File: config.mk
export PLATFORM = sky130hd
export DESIGN_NAME = dm_port_arbiter
export DESIGN_NICKNAME = d
export VERILOG_FILES = /design/src/rtl/dm_port_arbiter.sv
export SDC_FILE = /design/constraint.sdc
export NUM_CORES = 1
export LEC_CHECK = 0
export ABC_AREA = 0
export CAP_MARGIN = 25
export CORE_MARGIN = 5
export CORE_UTILIZATION = 31
export DETAILED_ROUTE_END_ITERATION = 12
export PLACE_DENSITY = 0.83
export SLEW_MARGIN = 25
export SYNTH_ARGS = -nofsm -noshare
export SYNTH_HDL_FRONTEND = slang
export SYNTH_SLANG_ARGS = --single-unit
File: constraint.sdc
create_clock -name clk -period 2.17 [get_ports clk]
set_input_delay 0.217 -clock clk [delete_from_list [all_inputs] [get_ports clk]]
set_output_delay 0.217 -clock clk [all_outputs]
set_load 0.005 [all_outputs]
File: src/rtl/dm_port_arbiter.sv
// dm_port_arbiter: shares the single-port data memory between the CPU load/store
// path and a host port (debug, preload, readback). One owner per cycle; the CPU
// has default priority and a saturating wait counter forces a host grant.
module dm_port_arbiter #(
    parameter int MAX_WAIT = 8,
    parameter int AW       = 16,
    parameter int DW       = 32
) (
    input  logic          clk,
    input  logic          rst,
    // CPU load/store path
    input  logic          cpu_req,
    input  logic          cpu_we,
    input  logic [AW-1:0] cpu_addr,
    input  logic [DW-1:0] cpu_wdata,
    output logic [DW-1:0] cpu_rdata,
    output logic          cpu_stall,
    // host port
    input  logic          host_valid,
    input  logic          host_we,
    input  logic [AW-1:0] host_addr,
    input  logic [DW-1:0] host_wdata,
    output logic          host_ready,
    output logic          host_rvalid,
    output logic [DW-1:0] host_rdata,
    // data memory side
    output logic          dm_we,
    output logic [DW-1:0] dm_d,
    output logic [AW-1:0] dm_addr,
    input  logic [DW-1:0] dm_q
);

    localparam int CW = (MAX_WAIT < 1) ? 1 : $clog2(MAX_WAIT + 1);
    localparam logic [CW-1:0] MAX_CNT = CW'(MAX_WAIT);

    // FORCED marks that the previous cycle was a forced host grant, so the CPU
    // gets the next cycle and the host can never monopolise the memory.
    typedef enum logic {
        ST_NORMAL = 1'b0,
        ST_FORCED = 1'b1
    } state_t;

    state_t        state;
    state_t        state_next;
    logic [CW-1:0] wait_cnt;
    logic [CW-1:0] wait_cnt_next;
    logic          cpu_grant;
    logic          host_grant;
    logic          host_rd_grant;

    // host read return stage
    logic          rd_vld_p1;
    logic [DW-1:0] rdata_p1;

    // Grant decision and next state; reset blocks every grant in its own cycle.
    always_comb begin
        cpu_grant  = 1'b0;
        host_grant = 1'b0;
        state_next = ST_NORMAL;
        if (!rst) begin
            case (state)
                ST_NORMAL: begin
                    if (host_valid && (!cpu_req || (wait_cnt == MAX_CNT))) begin
                        host_grant = 1'b1;
                    end else if (cpu_req) begin
                        cpu_grant = 1'b1;
                    end
                end
                ST_FORCED: begin
                    if (cpu_req) begin
                        cpu_grant = 1'b1;
                    end else if (host_valid) begin
                        host_grant = 1'b1;
                    end
                end
                default: begin
                    cpu_grant  = 1'b0;
                    host_grant = 1'b0;
                end
            endcase
            // A host grant while the CPU is asking can only be the forced one.
            if (host_grant && cpu_req) begin
                state_next = ST_FORCED;
            end
        end
    end

    // Wait counter: counts cycles the host is refused, saturates at MAX_WAIT.
    always_comb begin
        wait_cnt_next = wait_cnt;
        if (host_grant || !host_valid) begin
            wait_cnt_next = '0;
        end else if (wait_cnt != MAX_CNT) begin
            wait_cnt_next = wait_cnt + 1'b1;
        end
    end

    // Arbitration state registers.
    always_ff @(posedge clk) begin
        if (rst) begin
            state    <= ST_NORMAL;
            wait_cnt <= '0;
        end else begin
            state    <= state_next;
            wait_cnt <= wait_cnt_next;
        end
    end

    // Memory port mux; with no owner the CPU payload is presented but never written.
    always_comb begin
        dm_addr = cpu_addr;
        dm_d    = cpu_wdata;
        dm_we   = 1'b0;
        if (host_grant) begin
            dm_addr = host_addr;
            dm_d    = host_wdata;
            dm_we   = host_we;
        end else if (cpu_grant) begin
            dm_we   = cpu_we;
        end
    end

    assign host_rd_grant = host_grant && !host_we;

    // ---- stage p0 -> p1: capture host read data at the end of its grant cycle ----
    // Read valid pulses for one cycle; read data holds until the next host read.
    always_ff @(posedge clk) begin
        if (rst) begin
            rd_vld_p1 <= 1'b0;
            rdata_p1  <= '0;
        end else begin
            rd_vld_p1 <= host_rd_grant;
            if (host_rd_grant) begin
                rdata_p1 <= dm_q;
            end
        end
    end

    assign cpu_rdata   = dm_q;
    assign cpu_stall   = cpu_req && !cpu_grant && !rst;
    assign host_ready  = host_grant;
    assign host_rvalid = rd_vld_p1;
    assign host_rdata  = rdata_p1;

endmodule

==> flow_metrics.tcl <==
set metrics [dict create \
    outcome "complete, but fails checks" \
    failed_checks "setup timing" \
    synth-simple-area-share_pct 19.5 \
    worst_hold_class "flop to flop" \
    fraction_of_the_yosys_area_taken_by_sequential_cells_pct 29.3 \
    postSynthNetCount 397 \
    regToRegStartpoint "wait_cnt[1]$_SDFFE_PP0N_" \
    floorplan.die_area_um2 10300 \
    grt_setup_unrepaired "yes" \
    drt_initial_violations 43 \
    cts_max_path_buffers 2 \
    design.final.nets 639 \
    post_synth_adder_cell_area_pct 0.965 \
    grt.met1_usage_pct 19.9 \
    synth_compound_gate_area_share_pct 2.51 \
    tritoncts_num_sinks 38 \
    via_count 2760 \
    synthMuxAreaShare_pct 33.2 \
    path_max_fanout 7 \
    start_util_pct 31.7 \
    ys_types 26 \
    htree_levels 2 \
    min_period_ps 2250 \
    average_size_of_a_mapped_cell_um2 9.93 \
    detail_route.wirelength_mm 10.9 \
    synth_xor_area_share_pct 0.676 \
    cts-buffers-inserted 5 \
    drt_drc_violations_left 0 \
    grt_most_used_layer "met2" \
    use_met3_pct 7.30 \
    clk-insertion-delay-late_ps 280 \
    synthCells 261 \
    grt_start_max_net_pins 66 \
    cts-hold-fix-buffers 0 \
    report.final.setup_viol 25 \
    finalClockSkew_ps 4.42 \
    num_rows 33 \
    synth_area_um2 2590 \
    fin_cells 611 \
    die_width_um 101 \
    worstMarginPinSlew_ps 429 \
    vdd_drop_max_mv 0.292 \
    ant_nets 0 \
    postSynthRegisterBits 38 \
    floorplan.io_pins 250 \
    crit_required_ps 1950 \
    mostFrequentLayoutCells "199 x sky130_fd_sc_hd__clkdlybuf4s50_1, 66 x sky130_fd_sc_hd__nand2b_1, 38 x sky130_fd_sc_hd__buf_6" \
    final_critical_path_setup_slack_ps -80.0 \
    period_share_pct 104 \
    layout_commonest_cell "sky130_fd_sc_hd__clkdlybuf4s50_1" \
    design_power_uw 2010 \
    syn2layout_area_growth_pct 110 \
    grt_util_all_layers_pct 19.2 \
    wire_per_inst_um 17.8 \
    power_density_nw_per_um2 369 \
    cp_data_arrival_time_ps 2030 \
    min-delay-start "host_rdata[5]$_SDFFE_PP0P_" \
    detailed_place_hpwl_mm 8.16 \
    final_hold_viol_count 0 \
    global_route_wire_length_before_repair_mm 15.5 \
    drt_first_pass_iters 4 \
    core_um2 8180 \
    synth_top_family_by_area "multiplexers" \
    drv_cap 0 \
    tritoncts "done" \
    crit_path_start_kind "flop" \
    finalMaxSlewViolations 0 \
    io_buffers 249 \
    critical_path_class "flop to primary output" \
    clk_pin_slew_worst_paths_ps 80 \
    place_congestion 0.899 \
    critical_path.startpoint "wait_cnt[1]$_SDFFE_PP0N_" \
    viasPerCell 4.52 \
    met2_demand_to_capacity_share_in_global_routing_pct 36.1 \
    yosys_warnings 0 \
    die_height_um 101 \
    clk_root_buffer_cell "sky130_fd_sc_hd__clkbuf_8" \
    relSlewSlack_pct 71.4 \
    grt-ovfl-total 0 \
    power.static_leakage_uw 0.00217 \
    place_inst 580 \
    drive_gt1_share_pct 28.8 \
    vias_in_the_first_global_route 2937 \
    maxClockFrequency_mhz 444 \
    number_of_antenna_violations_at_the_first_check_in_global_routing 2 \
    setup.worst_path.end_class "primary output" \
]
[final timing paths]
path	end	slack [ps]	depth (start not counted)
worst min register to register	host_rdata[5]$_SDFFE_PP0P_	470	2
worst max-delay path	dm_d[3]	-80	10
worst min-delay path	host_rdata[5]$_SDFFE_PP0P_	470	2
worst max register to register	host_rdata[4]$_SDFFE_PP0P_	430	7
[layer usage]
layer	wire, µm	part of all wire (%)
met1	3970	37
met2	5660	52
met3	1090	10
met4	166	1.5
met5	0	0
[cell type report]
class	count	area [µm²]
sequential	38	762
multi-input combinational	173	1630
fill	606	2730
clock inverter	2	12.5
inverter	2	7.51
antenna	2	5.00
tap	105	131
timing repair buffer	283	2820
clock buffer	6	82.6
[per-stage QoR]
step           setup WS, ps  hold slack (ps)  setup TNS (ps)  utilization, %  cell area (µm²)
6_report              -80.0              473            -783            66.6             5450
5_1_grt                -176              493           -4260            66.6             5450
4_1_cts               -58.0              477            -611            64.8             5290
3_5_place_dp           -289              465          -11190            61.0             4990
3_3_place_gp           -186              457           -7630            61.0             4990
2_1_floorplan           427              289               0               -             2590
[power breakdown]
part / internal [µW] / switching [µW] / leakage, µW / total (µW)
logic: 551 / 225 / 0.00181 / 776
clock network: 255 / 245 / 0.0000472 / 500
registers: 720 / 11.7 / 0.000309 / 731
[kinds of logic after synthesis]
family | Yosys count
adder cells (fa/ha/maj) | 2
AND/OR/NAND/NOR | 82
XOR/XNOR | 2
AO/OA/AOI/OAI | 7
multiplexers | 80
flip-flops | 38
buffers and inverters | 50
[synthesized netlist by cell type, drive strengths merged]
library cell,number,area (µm²)
inv,2,7.51
mux2,48,541
nand4bb,1,11.3
xor2,1,8.76
nand2,3,11.3
nand2b,66,413
and3b,1,8.76
buf,41,324
nor2b,2,12.5
nand3,3,15.0
xnor2,1,8.76
nor2,2,7.51
o21ba,1,10.0
dfxtp,38,761
mux2i,32,320
ha,2,25.0
or2,1,6.26
a21oi,5,36.3
nor3,2,10.0
nor4bb,1,10.0
clkbuf,7,26.3
a21boi,1,18.8
[registers in the layout (all words and copies together), names as in the netlist]
signal / count
host_rvalid: 1
state: 1
host_rdata: 32
wait_cnt: 4
[critical path: stages (launching register included)]
cell                        delay (ps)
sky130_fd_sc_hd__dfxtp_2           330
sky130_fd_sc_hd__inv_2              60
sky130_fd_sc_hd__ha_4              140
sky130_fd_sc_hd__nand4bb_4         130
sky130_fd_sc_hd__a21boi_4          200
sky130_fd_sc_hd__buf_6             120
sky130_fd_sc_hd__buf_6             120
sky130_fd_sc_hd__buf_12            140
sky130_fd_sc_hd__buf_6             100
sky130_fd_sc_hd__mux2_4            290
sky130_fd_sc_hd__buf_6             120
[timing repair]
action | in CTS | in global routing
gates cloned | 3 | 0
pin swaps | 2 | 1
setup endpoints to repair | 50 | 48
gates resized for setup | 239 | 39
setup buffers | 20 | 1
Power figures use the tool's default switching activity.
